`src/rtl/fir_tdm_scheduler.sv`:
```
// Time-division controller for one shared 3-tap FIR multiplier serving NUM_CH streams.
// Round-robin grant, per-channel 2-deep history, programmable coefficients, tagged results.
module fir_tdm_scheduler #(
  parameter int NUM_CH = 4,
  parameter int DW     = 8,
  parameter int CW     = 8,
  parameter int OW     = 20
) (
  input  logic                        clk,
  input  logic                        rst_n,
  input  logic [NUM_CH-1:0]           s_valid,
  output logic [NUM_CH-1:0]           s_ready,
  input  logic [NUM_CH*DW-1:0]        s_data,
  input  logic                        cfg_we,
  input  logic [1:0]                  cfg_addr,
  input  logic signed [CW-1:0]        cfg_data,
  output logic                        cfg_ready,
  output logic                        m_valid,
  input  logic                        m_ready,
  output logic signed [OW-1:0]        m_data,
  output logic [$clog2(NUM_CH)-1:0]   m_chan,
  output logic                        busy
);

  localparam int CHW = $clog2(NUM_CH);
  localparam int PW  = DW + CW;
  localparam logic [CHW-1:0] LAST_CH = CHW'(NUM_CH - 1);

  typedef enum logic [2:0] {
    ST_IDLE = 3'd0,
    ST_MAC0 = 3'd1,
    ST_MAC1 = 3'd2,
    ST_MAC2 = 3'd3,
    ST_OUT  = 3'd4
  } state_e;

  state_e                state_r;
  state_e                state_nxt_s;
  logic signed [CW-1:0]  coef_r [3];
  logic signed [DW-1:0]  h1_r [NUM_CH];
  logic signed [DW-1:0]  h2_r [NUM_CH];
  logic signed [DW-1:0]  s_arr_s [NUM_CH];
  logic signed [DW-1:0]  x_r;
  logic [CHW-1:0]        g_r;
  logic [CHW-1:0]        rr_ptr_r;
  logic signed [OW-1:0]  acc_r;
  logic signed [OW-1:0]  acc_nxt_s;
  logic                  grant_found_s;
  logic [CHW-1:0]        grant_idx_s;
  logic [CHW-1:0]        cand_s;
  logic                  cfg_wr_s;
  logic                  take_s;
  logic                  out_done_s;
  logic signed [CW-1:0]  mul_a_s;
  logic signed [DW-1:0]  mul_b_s;
  logic signed [PW-1:0]  mul_a_ext_s;
  logic signed [PW-1:0]  mul_b_ext_s;
  logic signed [PW-1:0]  prod_s;
  logic signed [OW-1:0]  prod_ext_s;

  // Widen a full-precision product to the accumulator width, preserving sign.
  function automatic logic signed [OW-1:0] sext_prod(input logic signed [PW-1:0] p);
    sext_prod = {{(OW-PW){p[PW-1]}}, p};
  endfunction

  for (genvar i = 0; i < NUM_CH; i++) begin : g_unpack
    assign s_arr_s[i] = s_data[i*DW +: DW];
  end

  // Round-robin search for the first requester at or above rr_ptr, with wrap.
  always_comb begin
    grant_found_s = 1'b0;
    grant_idx_s   = '0;
    cand_s        = '0;
    for (int k = 0; k < NUM_CH; k++) begin
      cand_s = CHW'((int'(rr_ptr_r) + k) % NUM_CH);
      if (!grant_found_s && s_valid[cand_s]) begin
        grant_found_s = 1'b1;
        grant_idx_s   = cand_s;
      end else begin
        grant_idx_s   = grant_idx_s;
      end
    end
  end

  // Next-state and handshake decode; configuration wins over a data grant in IDLE.
  always_comb begin
    state_nxt_s = state_r;
    s_ready     = '0;
    cfg_wr_s    = 1'b0;
    take_s      = 1'b0;
    out_done_s  = 1'b0;
    case (state_r)
      ST_IDLE: begin
        if (cfg_we) begin
          cfg_wr_s = 1'b1;
        end else if (grant_found_s) begin
          s_ready[grant_idx_s] = 1'b1;
          take_s      = 1'b1;
          state_nxt_s = ST_MAC0;
        end else begin
          state_nxt_s = ST_IDLE;
        end
      end
      ST_MAC0: state_nxt_s = ST_MAC1;
      ST_MAC1: state_nxt_s = ST_MAC2;
      ST_MAC2: state_nxt_s = ST_OUT;
      ST_OUT: begin
        if (m_ready) begin
          out_done_s  = 1'b1;
          state_nxt_s = ST_IDLE;
        end else begin
          state_nxt_s = ST_OUT;
        end
      end
      default: state_nxt_s = ST_IDLE;
    endcase
  end

  // Operand select for the single shared multiplier and the accumulator update.
  always_comb begin
    mul_a_s   = '0;
    mul_b_s   = '0;
    acc_nxt_s = acc_r;
    case (state_r)
      ST_MAC0: begin
        mul_a_s = coef_r[0];
        mul_b_s = x_r;
      end
      ST_MAC1: begin
        mul_a_s = coef_r[1];
        mul_b_s = h1_r[g_r];
      end
      ST_MAC2: begin
        mul_a_s = coef_r[2];
        mul_b_s = h2_r[g_r];
      end
      default: begin
        mul_a_s = '0;
        mul_b_s = '0;
      end
    endcase
    mul_a_ext_s = {{DW{mul_a_s[CW-1]}}, mul_a_s};
    mul_b_ext_s = {{CW{mul_b_s[DW-1]}}, mul_b_s};
    prod_s      = mul_a_ext_s * mul_b_ext_s;
    prod_ext_s  = sext_prod(prod_s);
    case (state_r)
      ST_MAC0:          acc_nxt_s = prod_ext_s;
      ST_MAC1, ST_MAC2: acc_nxt_s = acc_r + prod_ext_s;
      default:          acc_nxt_s = acc_r;
    endcase
  end

  // State register with registered status flags derived from the next state.
  always_ff @(posedge clk or negedge rst_n) begin
    if (!rst_n) begin
      state_r   <= ST_IDLE;
      busy      <= 1'b0;
      cfg_ready <= 1'b1;
    end else begin
      state_r   <= state_nxt_s;
      busy      <= (state_nxt_s != ST_IDLE);
      cfg_ready <= (state_nxt_s == ST_IDLE);
    end
  end

  // Datapath: coefficients, capture, accumulation, history shift and result register.
  always_ff @(posedge clk or negedge rst_n) begin
    if (!rst_n) begin
      coef_r[0] <= CW'(1);
      coef_r[1] <= CW'(2);
      coef_r[2] <= CW'(1);
      for (int i = 0; i < NUM_CH; i++) begin
        h1_r[i] <= '0;
        h2_r[i] <= '0;
      end
      x_r      <= '0;
      g_r      <= '0;
      rr_ptr_r <= '0;
      acc_r    <= '0;
      m_valid  <= 1'b0;
      m_data   <= '0;
      m_chan   <= '0;
    end else begin
      if (cfg_wr_s) begin
        case (cfg_addr)
          2'd0:    coef_r[0] <= cfg_data;
          2'd1:    coef_r[1] <= cfg_data;
          2'd2:    coef_r[2] <= cfg_data;
          default: coef_r[0] <= coef_r[0];
        endcase
      end
      if (take_s) begin
        x_r <= s_arr_s[grant_idx_s];
        g_r <= grant_idx_s;
      end
      if (state_r == ST_MAC0 || state_r == ST_MAC1 || state_r == ST_MAC2) begin
        acc_r <= acc_nxt_s;
      end
      // History only advances once the granted sample's result is committed.
      if (state_r == ST_MAC2) begin
        h2_r[g_r] <= h1_r[g_r];
        h1_r[g_r] <= x_r;
        m_data    <= acc_nxt_s;
        m_chan    <= g_r;
        m_valid   <= 1'b1;
      end
      if (out_done_s) begin
        m_valid  <= 1'b0;
        rr_ptr_r <= (g_r == LAST_CH) ? '0 : g_r + CHW'(1);
      end
    end
  end

endmodule

```
`config.mk`:
```
export PLATFORM = sky130hd
export DESIGN_NAME = fir_tdm_scheduler
export DESIGN_NICKNAME = d
export VERILOG_FILES = /design/src/rtl/fir_tdm_scheduler.sv
export SDC_FILE = /design/constraint.sdc
export NUM_CORES = 1
export LEC_CHECK = 0
export BUFFER_PORTS_ARGS = -buffer_cell sky130_fd_sc_hd__buf_2
export CAP_MARGIN = 10
export CELL_PAD_IN_SITES_DETAIL_PLACEMENT = 1
export CELL_PAD_IN_SITES_GLOBAL_PLACEMENT = 1
export CORE_MARGIN = 8
export CORE_UTILIZATION = 45
export DETAILED_ROUTE_END_ITERATION = 7
export GPL_TIMING_DRIVEN = 0
export PLACE_DENSITY_LB_ADDON = 0.1
export SLEW_MARGIN = 20
export SYNTH_ARGS = -nofsm -noshare
export SYNTH_HDL_FRONTEND = slang
export SYNTH_SLANG_ARGS = --single-unit
```
`constraint.sdc`:
```
create_clock -name clk -period 9.6 [get_ports clk]
set_input_delay 1.44 -clock clk [delete_from_list [all_inputs] [get_ports clk]]
set_output_delay 1.44 -clock clk [all_outputs]
set_load 0.005 [all_outputs]
```
==> flow_metrics.env, run 1 <==
export IMPL_ys_seq_area_share_pct=35.6
export IMPL_clk_latency_ns=0.44
export IMPL_cts_sinks=148
export IMPL_io_pin_count=79
export IMPL_synth_cells=975
export IMPL_r2r_end="acc_r[19]$_DFFE_PN0P_"
export IMPL_fp_dieW_um=168
export IMPL_synth_main_ff_cell="dfrtp_1"
export IMPL_post_cts_setup_buffer_count=0
export IMPL_cts_hold_buf=0
export IMPL_antenna_left=0
export IMPL_die_y_um=168
export IMPL_remaining_drc_errors=0
export IMPL_fmax_ghz=0.116
export IMPL_drtIter0Drc=321
export IMPL_critPathTopFamily="adder cells"
export IMPL_setup_tns_final_ns=0
export IMPL_timing_final_crit_period_ns=8.62
export IMPL_drv_slew=0
export IMPL_cts_root_buf="clkbuf_16"
export IMPL_finalHoldViolCount=0
export IMPL_max_stage_delay_ns=0.65
export IMPL_min_delay_worst_endpoint="m_data[4]$_DFFE_PN0P_"
export IMPL_fillers=2506
export IMPL_synth_edf_count=0
export IMPL_routed_wl_um=26800
export IMPL_critPathRequiredTime_ns=9.92
export IMPL_slew_headroom_pct=31.5
export IMPL_status="completed"
export IMPL_ys_warnings_count=0
export IMPL_cts_htree_levels=4
export IMPL_top_layer="met4"
export IMPL_maxCapViolCount=0
export IMPL_clk_pin_slew_ns=0.07
export IMPL_core_area_um2=22700
export IMPL_most_common_layout_cells="dfrtp_1 (144), mux2_2 (116), nor2_1 (108)"
export IMPL_yosysTopAreaCellShare_pct=34.6
export IMPL_syn_avg_cell_area_um2=10.7
export IMPL_grt_start_max_net_pins=92
export IMPL_cp_max_fo=13
export IMPL_rrSetupSlack_ns=0.98
export IMPL_cts_buffers=17
export IMPL_wl_met2_um=13600
export IMPL_synthesis_area_um2=10400
export IMPL_crit_type="register to register"
export IMPL_ys_seq_elements=148
export IMPL_initial_core_util_pct=45.8
export IMPL_ys_top_cells_by_area="dfrtp_1 (35%), mux2_2 (13%), fa_1 (11%)"
export IMPL_setup_viol_count_final=0
export IMPL_grt_antenna_before_repair=0
export IMPL_reg2reg_depth=29
export IMPL_viasPerCell=5.40
export IMPL_rsz0062_at_grt="no"
export IMPL_hold_path_depth=2
export IMPL_grt_util_all_layers_pct=19.8
export IMPL_cts_resized_gates=0
export IMPL_n_antenna_cell=0
export IMPL_end_kind="register"
export IMPL_place_hpwl_um=20400
export IMPL_wl_met3_um=705
export IMPL_reg2reg_from="g_r[0]$_DFFE_PN0P_"
export IMPL_synth_nets=1134
export IMPL_start_kind="register"
export IMPL_area_growth_pct=13.3
export IMPL_clk_path_buf_depth=2
export IMPL_wl_per_cell_um=19.6
export IMPL_min_delay_start="m_data[4]$_DFFE_PN0P_"
export IMPL_overflow=0
export IMPL_worst_pin_slew_ns=1.02
export IMPL_drive_gt1_share_pct=27.6
export IMPL_gp_congestion=0.824
export IMPL_hold_path_class="register to register"
export IMPL_cp_arrival_ns=8.94
export IMPL_port_buffers=78
export IMPL_die_area_um2=28300
export IMPL_grt_pass1_vias=8314
export IMPL_synth_top_area_cell="dfrtp_1"
export IMPL_wl_met1_um=12100
export IMPL_path_buf_inv=7
export IMPL_cts_tree="built"
export IMPL_std_cell_rows=55
export IMPL_final_common_cell="dfrtp_1"
export IMPL_cpMaxStageDelayCell="fa_1"
export IMPL_fin_skew_ns=0.0130
export IMPL_synthDistinctLibCells=64
export IMPL_nets=1232
export IMPL_grt_pass1_wl_um=44400
export IMPL_synthArstFlopShare_pct=100
export IMPL_fin_crit_sh_pct=89.8
export IMPL_detailedRoute_firstPassIterationCount=5
export IMPL_vias=7404
-- registers in the layout, indices dropped and copies added, names as in the netlist --
signal / count
acc_r: 20
busy: 1
cfg_ready: 1
coef_r: 24
g_r: 2
h1_r: 32
h2_r: 32
m_chan: 2
m_data: 20
m_valid: 1
rr_ptr_r: 2
state_r: 3
x_r: 8
-- worst min-delay path: stages (launching register included) --
cell	delay, ns
dfrtp_1	0.34
nand2_1	0.05
nand2_1	0.05
-- per-layer routing --
metal / up-vias / GRT usage (%)
li1: 3509 / -
met5: - / 0
met2: 94 / 34.6
met4: 0 / 5.43
met1: 3777 / 24.9
met3: 24 / 3.37
-- logic make-up (layout without fill, tap and decap cells) --
logic type	after synthesis	after routing	share of synthesized area, %
adders and majority gates	109	109	17.2
muxes	156	156	18.3
buffers and inverters	146	257	5.49
DFF	148	148	35.6
and+or+nand+nor	234	234	10.3
AOI/OAI and AO/OA	152	152	10.1
xor gates and xnor gates	30	30	2.91
-- worst max-delay path by stage --
stage	start	endpoint	slack (ns)	cells past startpoint
after floorplan	g_r[0]$_DFFE_PN0P_	acc_r[19]$_DFFE_PN0P_	2.11	30
after global placement	g_r[0]$_DFFE_PN0P_	acc_r[19]$_DFFE_PN0P_	0.98	29
after detailed placement	g_r[0]$_DFFE_PN0P_	acc_r[19]$_DFFE_PN0P_	0.96	29
after CTS	g_r[0]$_DFFE_PN0P_	acc_r[19]$_DFFE_PN0P_	0.91	29
after global routing	g_r[0]$_DFFE_PN0P_	acc_r[19]$_DFFE_PN0P_	0.51	29
final	g_r[0]$_DFFE_PN0P_	acc_r[19]$_DFFE_PN0P_	0.98	29
-- per-stage QoR --
step | hold slack, ns | std cells | worst slack, ns | utilization (%) | instance area [µm²]
3_3_place_gp | 0.455 | 1338 | 0.977 | 49.1 | 11200
4_1_cts | 0.481 | 1371 | 0.910 | 51.9 | 11800
6_report | 0.474 | 1371 | 0.984 | 51.9 | 11800
3_5_place_dp | 0.465 | 1339 | 0.958 | 49.3 | 11200
5_1_grt | 0.500 | 1371 | 0.506 | 51.9 | 11800
2_1_floorplan | 0.462 | 975 | 2.11 | - | 10400
-- cell type report --
cell class | instances | area [µm²] | share of cell area [%]
Buffer | 44 | 189 | 1.60
Clock buffer | 17 | 425 | 3.61
Clock inverter | 15 | 171 | 1.45
Inverter | 102 | 383 | 3.25
Multi-Input combinational cell | 681 | 6130 | 52.0
Sequential cell | 148 | 3710 | 31.5
Tap cell | 285 | 357 | 3.02
Timing Repair Buffer | 79 | 428 | 3.63
-- cell usage after synthesis, drive strengths merged, types with 2 or more instances --
library cell  number
mux2             118
xnor2             19
nor3              17
nand3b             3
fa                57
a311oi             2
buf               18
nand4              2
nand3              2
inv              102
o21ai             32
xor2              10
mux2i             22
a211oi            10
a22o               2
o21a               7
nand2             53
nand2b             4
dfstp              4
or3                5
nor2b             11
a221o              4
nor2             108
dfrtp            144
a21oi             48
a21o              15
o41ai              3
and2               2
clkbuf            26
a2111oi            2
ha                52
mux4              16
o22ai              2
or2               25
o22a               6
a22oi              6
o21bai             3
Power of run 1 is left out: the tool's default activity adds up to more than one toggle a clock period on the data nets, which glitch-free logic cannot reach.
==> run 2: changes to the inputs <==
--- a/config.mk
+++ b/config.mk
@@ -5,6 +5,8 @@
 export SDC_FILE = /design/constraint.sdc
 export NUM_CORES = 1
 export LEC_CHECK = 0
+export ABC_AREA = 1
+export ABC_CLOCK_PERIOD_IN_PS = 9600
 export BUFFER_PORTS_ARGS = -buffer_cell sky130_fd_sc_hd__buf_2
 export CAP_MARGIN = 10
 export CELL_PAD_IN_SITES_DETAIL_PLACEMENT = 1
@@ -12,6 +14,7 @@
 export CORE_MARGIN = 8
 export CORE_UTILIZATION = 45
 export DETAILED_ROUTE_END_ITERATION = 7
+export GPL_ROUTABILITY_DRIVEN = 0
 export GPL_TIMING_DRIVEN = 0
 export PLACE_DENSITY_LB_ADDON = 0.1
 export SLEW_MARGIN = 20
==> run 2 against run 1 <==
Setup slack gained 0.34 ns. Clock skew up 0.0073 ns. Via count increased by 30%. Sequential share of layout area down 0.88 points. Die area rose by 2.5%. Synthesized cell count is 45% higher. Area after synthesis increased by 2.7%.
==> flow_metrics.env, run 2 <==
export IMPL_cts_sinks=148
export IMPL_std_cell_rows=56
export IMPL_drtIter0Drc=570
export IMPL_clk_pin_slew_ns=0.07
export IMPL_status="completed"
export IMPL_fillers=3019
export IMPL_initial_core_util_pct=45.7
export IMPL_placed_area_um2=11500
export IMPL_fin_skew_ns=0.0203
export IMPL_grt_pass1_wl_um=53600
export IMPL_synth_main_ff_cell="dfrtp_1"
export IMPL_clk_path_buf_depth=2
export IMPL_synth_nets=1576
export IMPL_port_buffers=78
export IMPL_synthDistinctLibCells=53
export IMPL_synth_top_area_cell="dfrtp_1"
export IMPL_worst_pin_slew_ns=0.996
export IMPL_synth_cells=1417
export IMPL_wl_met1_um=15300
export IMPL_wl_met3_um=1110
export IMPL_overflow=0
export IMPL_fmax_ghz=0.121
export IMPL_setup_viol_count_final=0
export IMPL_grt_pass1_vias=10430
export IMPL_ys_warnings_count=0
export IMPL_cts_tree="built"
export IMPL_core_area_um2=23400
export IMPL_final_common_cell="nand2_1"
export IMPL_grt_util_all_layers_pct=23.1
export IMPL_ys_seq_area_share_pct=34.7
export IMPL_wl_per_cell_um=17.4
export IMPL_grt_start_max_net_pins=91
export IMPL_ys_seq_elements=148
export IMPL_cts_buffers=17
export IMPL_max_stage_delay_ns=0.90
export IMPL_cp_max_fo=10
export IMPL_ys_top_cells_by_area="dfrtp_1 (34%), nand2_1 (17%), fa_1 (11%)"
export IMPL_antenna_left=0
export IMPL_finalHoldViolCount=0
export IMPL_drv_slew=0
export IMPL_fin_util_pct=51.8
export IMPL_largestRegisters="h1_r: 32 flops, h2_r: 32 flops, coef_r: 24 flops"
export IMPL_crit_type="register to register"
export IMPL_rsz0062_at_grt="no"
export IMPL_hold_slack_ns=0.479
export IMPL_wl_met2_um=15200
export IMPL_start_kind="register"
export IMPL_post_cts_setup_buffer_count=0
export IMPL_maxCapViolCount=0
export IMPL_area_growth_pct=13.4
export IMPL_io_pin_count=79
export IMPL_vias=9623
export IMPL_reg2reg_depth=28
export IMPL_synth_common_cells="nand2_1 (473), inv_1 (235), dfrtp_1 (144)"
export IMPL_die_y_um=170
export IMPL_clk_latency_ns=0.44
export IMPL_hold_path_depth=2
export IMPL_fin_crit_sh_pct=86.3
export IMPL_cts_root_buf="clkbuf_16"
export IMPL_end_kind="register"
export IMPL_timing_final_crit_period_ns=8.28
export IMPL_cts_htree_levels=4
export IMPL_cts_hold_buf=0
export IMPL_finalInstanceArea_um2=12100
export IMPL_viasPerCell=5.21
export IMPL_most_common_layout_cells="nand2_1 (473), inv_1 (235), dfrtp_1 (144)"
export IMPL_grt_antenna_before_repair=0
export IMPL_fp_dieW_um=170
export IMPL_nets=1674
export IMPL_n_antenna_cell=0
export IMPL_drive_gt1_share_pct=11.0
export IMPL_setup_tns_final_ns=0
export IMPL_remaining_drc_errors=0
export IMPL_hold_path_class="register to register"
export IMPL_synth_edf_count=0
export IMPL_top_layer="met4"
export IMPL_syn_avg_cell_area_um2=7.54
export IMPL_die_area_um2=28900
export IMPL_place_hpwl_um=23700
export IMPL_cpMaxStageDelayCell="o21ai_1"
export IMPL_synthesis_area_um2=10700
export IMPL_detailedRoute_firstPassIterationCount=5
export IMPL_cp_arrival_ns=8.60
export IMPL_cts_resized_gates=0
export IMPL_routed_wl_um=32100
export IMPL_synthMostInstantiatedCell="nand2_1"
export IMPL_yosysTopAreaCellShare_pct=33.7
export IMPL_synthArstFlopShare_pct=100
export IMPL_critPathRequiredTime_ns=9.92
export IMPL_crit_top_cell="nand2_1"
export IMPL_slew_headroom_pct=33.1
run 2: final timing paths:
check,start,to,slack (ns)
setup / recovery,state_r[2]$_DFF_PN0_,m_data[14]$_DFFE_PN0P_,1.32
hold / removal,x_r[4]$_DFFE_PN0P_,x_r[4]$_DFFE_PN0P_,0.48
setup reg to reg,state_r[2]$_DFF_PN0_,m_data[14]$_DFFE_PN0P_,1.32
hold reg to reg,x_r[4]$_DFFE_PN0P_,x_r[4]$_DFFE_PN0P_,0.48
max in group asynchronous,rst_n,coef_r[9]$_DFFE_PN1P_,7.83
min in group asynchronous,rst_n,x_r[0]$_DFFE_PN0P_,0.93
run 2: kinds of logic after synthesis:
family / count (synthesis) / share of synthesized area [%]
and+or+nand+nor: 639 / 24.6
AOI/OAI and AO/OA: 220 / 12.1
DFF: 148 / 34.7
xor gates and xnor gates: 11 / 0.971
muxes: 4 / 0.421
adders and majority gates: 109 / 16.8
buffers and inverters: 286 / 10.4
run 2: metrics by stage:
step | worst slack (ns) | cells
after floorplan | 3.26 | 1417
after global placement | 1.63 | 1814
after detailed placement | 1.57 | 1815
after CTS | 1.44 | 1847
after global routing | 0.911 | 1847
final | 1.32 | 1847
run 2: final cells by class:
cell class,instances,area (µm²),share of cell area [%]
multi-input cells,983,5870,48.4
flip-flops and latches,148,3710,30.6
inverters,244,916,7.55
repair buffers,79,428,3.53
clock buffers,17,425,3.51
well taps,319,399,3.29
plain buffers,42,194,1.60
clock inverters,15,184,1.52
run 2: critical path, delay by kind of cell, from the launching register on:
family	cells	cell delay [ns]
adders and majority gates	6	2.88
and+or+nand+nor	11	2.13
AOI/OAI and AO/OA	5	1.76
buffers and inverters	6	0.92
DFF	1	0.46
run 2: metal layers:
layer	GRT usage (%)	vias up
li1	-	4642
met1	31.2	4755
met2	38.1	182
met3	3.54	44
met4	6.10	0
met5	0	-
Power of run 2 is left out for the same reason.
==> run 3: changes to the inputs <==
--- a/config.mk
+++ b/config.mk
@@ -17,6 +17,7 @@
 export GPL_ROUTABILITY_DRIVEN = 0
 export GPL_TIMING_DRIVEN = 0
 export PLACE_DENSITY_LB_ADDON = 0.1
+export RECOVER_POWER = 100
 export SLEW_MARGIN = 20
 export SYNTH_ARGS = -nofsm -noshare
 export SYNTH_HDL_FRONTEND = slang
==> run 3 against run 2 <==
Sequential share of layout area is 0.24 points higher. Setup slack worse by 0.29 ns. Via count is 0.59% lower. Fmax is 3.4% lower. Critical endpoint unchanged. The run now ends with max-capacitance violations, max-slew violations left. Count of clock-buffer cells in the layout stayed put. First-iteration DRC count is 6.3% higher. Clock skew is 0.0056 ns lower. Critical path depth is 1 higher.
==> flow_metrics.env, run 3 (synthesis gave the netlist of run 2 again) <==
export IMPL_fp_dieW_um=170
export IMPL_std_cell_rows=56
export IMPL_die_y_um=170
export IMPL_fin_skew_ns=0.0147
export IMPL_crit_top_cell="nand2_1"
export IMPL_detailedRoute_firstPassIterationCount=5
export IMPL_grt_antenna_before_repair=0
export IMPL_cp_max_fo=10
export IMPL_finalInstanceArea_um2=12000
export IMPL_area_growth_pct=12.6
export IMPL_critPathRequiredTime_ns=9.92
export IMPL_fillers=3039
export IMPL_grt_start_max_net_pins=91
export IMPL_cp_arrival_ns=8.89
export IMPL_fmax_ghz=0.117
export IMPL_placed_area_um2=11500
export IMPL_status="finished with violations"
export IMPL_grt_pass1_vias=10430
export IMPL_grt_util_all_layers_pct=23.1
export IMPL_drive_gt1_share_pct=8.31
export IMPL_drtIter0Drc=606
export IMPL_viasPerCell=5.18
export IMPL_cts_sinks=148
export IMPL_drv_slew=67
export IMPL_overflow=0
export IMPL_port_buffers=78
export IMPL_core_area_um2=23400
export IMPL_clk_path_buf_depth=2
export IMPL_start_kind="register"
export IMPL_hold_path_depth=2
export IMPL_n_antenna_cell=0
export IMPL_max_stage_delay_ns=1.22
export IMPL_initial_core_util_pct=45.7
export IMPL_reg2reg_from="state_r[2]$_DFF_PN0_"
export IMPL_slew_headroom_pct=-127
export IMPL_setup_tns_final_ns=0
export IMPL_end_kind="register"
export IMPL_crit_type="register to register"
export IMPL_grt_pass1_wl_um=53600
export IMPL_finalHoldViolCount=0
export IMPL_rsz0062_at_grt="no"
export IMPL_fin_util_pct=51.4
export IMPL_largestRegisters="h1_r: 32 flops, h2_r: 32 flops, coef_r: 24 flops"
export IMPL_hold_path_class="register to register"
export IMPL_startpoint="state_r[2]$_DFF_PN0_"
export IMPL_clk_pin_slew_ns=0.07
export IMPL_clk_latency_ns=0.44
export IMPL_most_common_layout_cells="nand2_1 (473), inv_1 (236), dfrtp_1 (144)"
export IMPL_io_pin_count=79
export IMPL_worst_pin_slew_ns=3.41
export IMPL_remaining_drc_errors=0
export IMPL_fin_crit_sh_pct=89.3
export IMPL_min_delay_worst_endpoint="x_r[4]$_DFFE_PN0P_"
export IMPL_violations="max-capacitance violations, max-slew violations"
export IMPL_routed_wl_um=32100
export IMPL_rrSetupSlack_ns=1.03
export IMPL_min_delay_start="x_r[4]$_DFFE_PN0P_"
export IMPL_cpMaxStageDelayCell="nor3_1"
export IMPL_r2r_end="m_data[14]$_DFFE_PN0P_"
export IMPL_place_hpwl_um=23700
export IMPL_post_cts_setup_buffer_count=0
export IMPL_cts_tree="built"
export IMPL_maxCapViolCount=2
export IMPL_setup_viol_count_final=0
export IMPL_timing_final_crit_period_ns=8.57
export IMPL_cts_hold_buf=0
export IMPL_wl_per_cell_um=17.4
export IMPL_cts_htree_levels=4
export IMPL_final_common_cell="nand2_1"
export IMPL_cts_buffers=17
export IMPL_antenna_left=0
export IMPL_die_area_um2=28900
export IMPL_nets=1674
export IMPL_cts_resized_gates=0
export IMPL_reg2reg_depth=29
export IMPL_cts_root_buf="clkbuf_16"
export IMPL_vias=9566
[run 3: changes by cell type in the layout (fill, tap and decap cells not counted), moves of 2 or more]
cell,previous run,this run
o21ai_0,108,111
o21ai_1,10,7
nor2_1,56,58
nor2_4,2,0
buf_1,5,3
inv_2,8,6
nor3_2,3,0
clkbuf_1,25,59
nor3_1,13,16
buf_2,85,55
[run 3: how the worst max path moves through the flow]
stage / end / cells past startpoint / slack [ns]
CTS: m_data[14]$_DFFE_PN0P_ / 28 / 1.44
floorplan: m_data[19]$_DFFE_PN0P_ / 36 / 3.26
detailed placement: m_data[14]$_DFFE_PN0P_ / 28 / 1.57
finish: m_data[14]$_DFFE_PN0P_ / 29 / 1.03
global placement: m_data[14]$_DFFE_PN0P_ / 28 / 1.63
global route: m_data[14]$_DFFE_PN0P_ / 29 / 0.59
[run 3: layout make-up]
cell class                      instances  area [µm²]  area share [%]
Tap cell                              319         399            3.32
Clock inverter                         15         184            1.53
Buffer                                 42         188            1.56
Multi-Input combinational cell        983        5830            48.5
Clock buffer                           17         425            3.54
Sequential cell                       148        3710            30.8
Inverter                              244         916            7.61
Timing Repair Buffer                   79         382            3.17
[run 3: per-layer routing]
layer	up-vias	wire length (µm)	global-route usage, %
met5	-	0	0
met4	0	513	6.10
met3	47	1020	3.54
met2	170	15200	38.1
met1	4709	15400	31.2
li1	4640	-	-
[run 3: metrics by stage]
step | setup WS, ns | std cells | hold WS, ns
2_1_floorplan | 3.26 | 1417 | 0.448
3_3_place_gp | 1.63 | 1814 | 0.459
3_5_place_dp | 1.57 | 1815 | 0.461
4_1_cts | 1.44 | 1847 | 0.486
5_1_grt | 0.590 | 1847 | 0.503
6_report | 1.03 | 1847 | 0.479
[run 3: critical path, delay by kind of cell (launching register included)]
| kind | cells | cell delay (ns) |
|---|---|---|
| adder cells (fa/ha/maj) | 6 | 2.80 |
| flip-flops | 1 | 0.46 |
| AND/OR/NAND/NOR | 11 | 2.47 |
| buffers and inverters | 6 | 1.26 |
| AO/OA/AOI/OAI | 5 | 1.14 |
| XOR/XNOR | 1 | 0.32 |
Power of run 3 is left out for the same reason.
